[config.mk]
export PLATFORM = sky130hd
export DESIGN_NAME = spu_issue_scoreboard
export DESIGN_NICKNAME = d
export VERILOG_FILES = /design/src/rtl/spu_pkg.sv /design/src/rtl/sb_reg_counter.sv /design/src/rtl/spu_issue_scoreboard.sv
export SDC_FILE = /design/constraint.sdc
export NUM_CORES = 2
export LEC_CHECK = 0
export CAP_MARGIN = 15
export CORE_ASPECT_RATIO = 1.75
export CORE_MARGIN = 2
export CORE_UTILIZATION = 45
export DETAILED_ROUTE_END_ITERATION = 12
export PLACE_DENSITY = 0.69
export SYNTH_ARGS = -nofsm -noshare
export SYNTH_HDL_FRONTEND = slang
export SYNTH_SLANG_ARGS = --single-unit
[constraint.sdc]
create_clock -name clk -period 10.2 [get_ports clk]
set_input_delay 2.04 -clock clk [delete_from_list [all_inputs] [get_ports clk]]
set_output_delay 2.04 -clock clk [all_outputs]
set_load 0.01 [all_outputs]
[src/rtl/spu_pkg.sv]
`default_nettype none
// +--------------------------------------------------------------------------+
// | Package : spu_pkg                                                        |
// | Shared widths, types and helpers for the SPU issue-stage scoreboard.     |
// | Revision: 1.0                                                            |
// +--------------------------------------------------------------------------+
package spu_pkg;

  localparam int NUM_REGS   = 128;
  localparam int REG_ADDR_W = 7;
  localparam int LAT_W      = 3;
  localparam int CNT_W      = 32;
  localparam int NUM_SRC    = 3;

  typedef logic [REG_ADDR_W-1:0] reg_addr_t;
  typedef logic [LAT_W-1:0]      lat_t;

  typedef struct packed {
    reg_addr_t [NUM_SRC-1:0] addr;
    logic      [NUM_SRC-1:0] used;
  } src_vec_t;

  // A zero latency is issued as a one-cycle producer.
  function automatic lat_t eff_lat(input lat_t lat);
    return (lat == '0) ? lat_t'(1) : lat;
  endfunction

endpackage
`default_nettype wire

[src/rtl/sb_reg_counter.sv]
`default_nettype none
// +--------------------------------------------------------------------------+
// | Module  : sb_reg_counter                                                 |
// | Per-register pending-write countdown; busy while the count is nonzero.   |
// | Revision: 1.0                                                            |
// +--------------------------------------------------------------------------+
module sb_reg_counter
  import spu_pkg::*;
(
  input  logic clk,
  input  logic reset,
  input  logic load_i,
  input  lat_t load_val_i,
  output logic busy_o,
  output lat_t cnt_o
);

  lat_t cnt_q;
  lat_t cnt_d;

  // A fresh load overrides any countdown already in progress.
  always_comb begin
    cnt_d = cnt_q;
    if (load_i) begin
      cnt_d = load_val_i;
    end else if (cnt_q != '0) begin
      cnt_d = cnt_q - 1'b1;
    end
  end

  always_ff @(posedge clk) begin
    if (reset) begin
      cnt_q <= '0;
    end else begin
      cnt_q <= cnt_d;
    end
  end

  assign busy_o = (cnt_q != '0);
  assign cnt_o  = cnt_q;

endmodule
`default_nettype wire

[src/rtl/spu_issue_scoreboard.sv]
`default_nettype none
// +--------------------------------------------------------------------------+
// | Module  : spu_issue_scoreboard                                           |
// | Dual-issue RAW/WAW scoreboard gating the even/odd pair into RF/FWD.      |
// | Revision: 1.0                                                            |
// +--------------------------------------------------------------------------+
module spu_issue_scoreboard
  import spu_pkg::*;
(
  input  logic                    clk,
  input  logic                    reset,
  input  logic                    valid_even,
  input  logic [3*REG_ADDR_W-1:0] src_addr_even,
  input  logic [NUM_SRC-1:0]      src_use_even,
  input  logic                    wr_even,
  input  logic [REG_ADDR_W-1:0]   rt_even,
  input  logic [LAT_W-1:0]        lat_even,
  input  logic                    valid_odd,
  input  logic [3*REG_ADDR_W-1:0] src_addr_odd,
  input  logic [NUM_SRC-1:0]      src_use_odd,
  input  logic                    wr_odd,
  input  logic [REG_ADDR_W-1:0]   rt_odd,
  input  logic [LAT_W-1:0]        lat_odd,
  output logic                    issue_even,
  output logic                    issue_odd,
  output logic [CNT_W-1:0]        stall_cycles
);

  lat_t              w_cnt [NUM_REGS];
  logic [NUM_REGS-1:0] w_busy;

  lat_t w_lat_even;
  lat_t w_lat_odd;
  lat_t w_init_even;
  lat_t w_init_odd;

  logic w_raw_even;
  logic w_raw_odd;
  logic w_intra_src;
  logic w_waw_even;
  logic w_waw_odd;
  logic w_intra_raw;
  logic w_intra_waw;
  logic w_in_order;
  logic w_stall_evt;

  logic [CNT_W-1:0] stall_q;
  logic [CNT_W-1:0] stall_d;

  assign w_lat_even  = eff_lat(lat_even);
  assign w_lat_odd   = eff_lat(lat_odd);
  assign w_init_even = w_lat_even - 1'b1;
  assign w_init_odd  = w_lat_odd - 1'b1;

  // Same-cycle writes to one rt from both pipes are excluded by the intra-pair WAW check.
  for (genvar r = 0; r < NUM_REGS; r++) begin : g_reg
    logic w_ld_even;
    logic w_ld_odd;

    assign w_ld_even = issue_even & wr_even & (rt_even == reg_addr_t'(r));
    assign w_ld_odd  = issue_odd & wr_odd & (rt_odd == reg_addr_t'(r));

    sb_reg_counter u_cnt (
      .clk        (clk),
      .reset      (reset),
      .load_i     (w_ld_even | w_ld_odd),
      .load_val_i (w_ld_even ? w_init_even : w_init_odd),
      .busy_o     (w_busy[r]),
      .cnt_o      (w_cnt[r])
    );
  end

  always_comb begin
    w_raw_even  = 1'b0;
    w_raw_odd   = 1'b0;
    w_intra_src = 1'b0;
    for (int i = 0; i < NUM_SRC; i++) begin
      if (src_use_even[i] && w_busy[src_addr_even[i*REG_ADDR_W +: REG_ADDR_W]]) begin
        w_raw_even = 1'b1;
      end
      if (src_use_odd[i] && w_busy[src_addr_odd[i*REG_ADDR_W +: REG_ADDR_W]]) begin
        w_raw_odd = 1'b1;
      end
      if (src_use_odd[i] && (src_addr_odd[i*REG_ADDR_W +: REG_ADDR_W] == rt_even)) begin
        w_intra_src = 1'b1;
      end
    end
  end

  // A writer may overtake a pending one only if it lands strictly later.
  assign w_waw_even  = wr_even & (w_cnt[rt_even] >= w_lat_even);
  assign w_waw_odd   = wr_odd & (w_cnt[rt_odd] >= w_lat_odd);
  assign w_intra_raw = valid_even & wr_even & w_intra_src;
  assign w_intra_waw = wr_even & wr_odd & (rt_even == rt_odd);
  assign w_in_order  = valid_even & ~issue_even;

  assign issue_even = valid_even & ~w_raw_even & ~w_waw_even & ~reset;
  assign issue_odd  = valid_odd & ~w_raw_odd & ~w_waw_odd & ~w_intra_raw
                    & ~w_intra_waw & ~w_in_order & ~reset;

  assign w_stall_evt = (valid_even & ~issue_even) | (valid_odd & ~issue_odd);

  always_comb begin
    stall_d = stall_q;
    if (w_stall_evt && (stall_q != '1)) begin
      stall_d = stall_q + 1'b1;
    end
  end

  always_ff @(posedge clk) begin
    if (reset) begin
      stall_q <= '0;
    end else begin
      stall_q <= stall_d;
    end
  end

  assign stall_cycles = stall_q;

endmodule
`default_nettype wire

==> results.sh <==
export IMPL_setup_violations=0
export IMPL_run_status="complete, no violations"
export IMPL_htreeDepth=2
export IMPL_routability_cong=1.08
export IMPL_drt_initial_drc_count=5981
export IMPL_route_detailed_drc=0
export IMPL_post_cts_hold_buffer_count=0
export IMPL_power_per_cell_area_nw_per_um2=304
export IMPL_ctsRootBufferMaster="clkbuf_16"
export IMPL_drt_pass1_iterations=9
export IMPL_max_cap_violations=0
export IMPL_worst_skew_pair_late_latency_ns=0.66
export IMPL_p_total_mw=14.3
export IMPL_clkSlewWorstSetupHoldPaths_ns=0.06
export IMPL_die_w_um=240
export IMPL_yosysWarnings=0
export IMPL_cts_inserted_buffers=45
export IMPL_min_path_type="reg -> reg"
export IMPL_gr_total_overflow=0
export IMPL_maximum_number_of_pins_on_one_net_before_global_route_repair=95
export IMPL_r2r_setup_slack_ns=3.76
export IMPL_worstPathMaxFanout=70
export IMPL_synth_seq_cells=416
export IMPL_fp_dieArea_um2=100000
export IMPL_globalRouteTotalUtil_pct=43.8
export IMPL_cts_setup_buffers=0
export IMPL_dpl_cell_count=5836
export IMPL_cts_root_to_sink_buffers=3
export IMPL_timing_worst_slew_pin_value_ns=1.43
export IMPL_synth_edf_count=0
export IMPL_finalWorstPathRequiredPeriod_ns=9.54
export IMPL_grt_setup_unrepaired="false"
export IMPL_r2r_start="g_reg[116].u_cnt.cnt_o[0]$_SDFFE_PP0P_"
export IMPL_port_buffers=107
export IMPL_critical_path_class="in -> out"
export IMPL_syn_area_um2=43900
export IMPL_die_height_um=417
export IMPL_routed_wirelength_mm=222
export IMPL_via_count_of_the_first_global_routing_pass=42400
export IMPL_regToRegEndpoint="g_reg[107].u_cnt.cnt_o[1]$_SDFFE_PP0P_"
export IMPL_post_route_cell_area_um2=47000
export IMPL_final_net_count=4923
export IMPL_critPathArrivalTime_ns=7.50
export IMPL_worst_reg2reg_path_length_in_cells=16
export IMPL_slew_limit_headroom_pct=4.86
export IMPL_endpoint_class_of_the_critical_path="output port"
export IMPL_cts_resized=0
export IMPL_post_drt_via_cell_ratio=7.40
export IMPL_synth_seq_area_share_pct=19.0
export IMPL_synthesis_area_per_instance_um2=9.14
export IMPL_post_synth_num_cell_types=95
export IMPL_detailroute_via_count=43800
export IMPL_period_share_pct=93.5
export IMPL_core_region_area_um2=96700
export IMPL_fin_cells=5918
export IMPL_synthesis_nets=5140
export IMPL_accumulated_negative_setup_slack_ns=0
export IMPL_wl_per_cell_um=37.5
export IMPL_synth_main_ff_cell="dfxtp_1"
export IMPL_grt_pass1_wl_mm=310
export IMPL_worst_setup_path_endpoint="issue_odd"
export IMPL_timing_hold_violations_final=0
export IMPL_cells_after_synth=4801
export IMPL_detail_route_antenna_nets=0
export IMPL_crit_path_start="rt_odd[0]"
export IMPL_detailed_place_area_um2=45500
export IMPL_hpwl_mm=153
export IMPL_grt_antenna_before_repair=23
export IMPL_clock_tree_from_tritoncts="yes"
export IMPL_layout_overhead_on_the_synthesized_area_pct=7.03
export IMPL_asyncSetResetFlopFracSynth_pct=0
export IMPL_maxSlewViolCount=0
export IMPL_critPathRequiredTime_ns=8.16
export IMPL_max_vdd_ir_drop_mv=0.150
export IMPL_num_io_pins=108
export IMPL_std_cell_rows=151
export IMPL_power_leakage_nw=17.0
export IMPL_fmaxAchievable_ghz=0.105
export IMPL_timing_clock_skew_ns=0.0430
export IMPL_hold_ws_ns=0.505
export IMPL_numClockSinks=416
export IMPL_starting_utilization_of_the_core_area_pct=45.4
export IMPL_startpoint_type_of_the_worst_setup_path="input port"
export IMPL_share_of_final_layout_standard_cells_stronger_than_drive_strength_1_pct=17.4
==> logic make-up (layout without fill, tap and decap cells) <==
logic type                 count (synthesis)  in the layout  synth area share, %
AOI/OAI and AO/OA                        864            864                 14.2
xor gates and xnor gates                 160            160                 3.19
adders and majority gates                265            265                 7.56
buffers and inverters                    922            735                 8.64
DFF                                      416            416                 19.0
muxes                                    919            919                 33.1
other                                      0              4                    0
and+or+nand+nor                         1255           1255                 14.4
==> critical path, cell delays in order <==
cell             delay [ns]
buf_6                  0.69
mux4_2                 0.62
mux4_2                 0.78
mux4_2                 0.73
mux2_2                 0.34
ha_1                   0.28
nor2b_1                0.12
o21ai_0                0.16
and3_1                 0.19
and3_1                 0.37
and2_1                 0.22
nand2_2                0.09
inv_1                  0.23
clkdlybuf4s50_1        0.59
==> worst min path at each step <==
stage	slack, ns	depth (start not counted)	end	start
floorplan	0.46	2	g_reg[89].u_cnt.cnt_o[1]$_SDFFE_PP0P_	g_reg[89].u_cnt.cnt_o[1]$_SDFFE_PP0P_
global placement	0.48	2	stall_cycles[21]$_SDFFE_PP0P_	stall_cycles[21]$_SDFFE_PP0P_
detailed placement	0.49	2	stall_cycles[23]$_SDFFE_PP0P_	stall_cycles[23]$_SDFFE_PP0P_
CTS	0.50	2	stall_cycles[23]$_SDFFE_PP0P_	stall_cycles[23]$_SDFFE_PP0P_
global route	0.55	2	stall_cycles[21]$_SDFFE_PP0P_	stall_cycles[21]$_SDFFE_PP0P_
finish	0.51	2	stall_cycles[23]$_SDFFE_PP0P_	stall_cycles[23]$_SDFFE_PP0P_
==> cell usage after synthesis (29+ instances only) <==
master | count | share of area (%)
clkbuf_1 | 295 | 2.5
nand4_1 | 35 | 0.50
mux2i_1 | 445 | 10
nand2b_1 | 31 | 0.44
xor2_1 | 39 | 0.78
nor4_2 | 33 | 0.94
inv_1 | 422 | 3.6
buf_2 | 61 | 0.70
xnor2_1 | 121 | 2.4
o21ai_0 | 114 | 1.3
nor4_1 | 66 | 0.94
a31oi_1 | 51 | 0.73
dfxtp_1 | 416 | 19
nor3_1 | 69 | 0.79
buf_1 | 91 | 0.78
a221oi_1 | 29 | 0.58
or3_1 | 46 | 0.66
o31ai_1 | 51 | 0.87
nor2_1 | 403 | 3.4
a311oi_1 | 47 | 0.94
o21a_1 | 31 | 0.53
a21oi_1 | 165 | 1.9
nand2_1 | 300 | 2.6
nand3_1 | 101 | 1.2
ha_1 | 265 | 7.6
nor2b_1 | 39 | 0.56
a211oi_1 | 129 | 2.2
mux4_2 | 420 | 22
mux2_2 | 54 | 1.4
==> routing by layer <==
layer / vias to the layer above / routed length (um) / global-route usage (%)
li1: 17500 / - / -
met1: 21000 / 67400 / 45.9
met2: 3783 / 94800 / 65.7
met3: 1470 / 31200 / 16.9
met4: 20 / 28100 / 43.5
met5: - / 140 / 0.0994
==> sequential cells by signal, summed over array words and instances, names as in the netlist <==
signal         count
g.u_cnt.cnt_o    384
stall_cycles      32
==> cells in the final DEF, fill, tap and decap left out, drive strengths merged, types with 102 or more instances in the layout <==
cell type,netlist,final
mux2i,445,445
inv,425,428
mux4,420,420
dfxtp,416,416
nor2,403,403
nand2,303,303
ha,265,265
a21oi,165,165
buf,198,144
a211oi,129,129
xnor2,121,121
o21ai,117,117
nor4,104,104
nand3,102,102
==> report_power, final <==
group / total [mW] / internal (mW) / switching [mW]
Combinational: 9.14 / 4.21 / 4.92
Clock: 1.75 / 0.936 / 0.809
Sequential: 3.37 / 2.30 / 1.07
Total: 14.3 / 7.45 / 6.80
==> area by class of cell <==
class                   count  area (um2)
fillers                  9220       49800
multi-input cells        3463       31900
flip-flops and latches    416        8330
repair buffers            230        2060
well taps                1300        1630
inverters                 428        1610
clock buffers              58        1240
clock inverters            19         190
diodes                      4        10.0
==> per-stage QoR <==
| stage | worst slack, ns | utilization (%) |
|---|---|---|
| floorplan | 1.42 | - |
| detailed placement | 1.00 | 47.0 |
| CTS | 0.992 | 48.5 |
| global placement | 1.07 | 47.0 |
| global route | 0.474 | 48.5 |
| finish | 0.660 | 48.5 |
(Power assumes the default switching activity.)
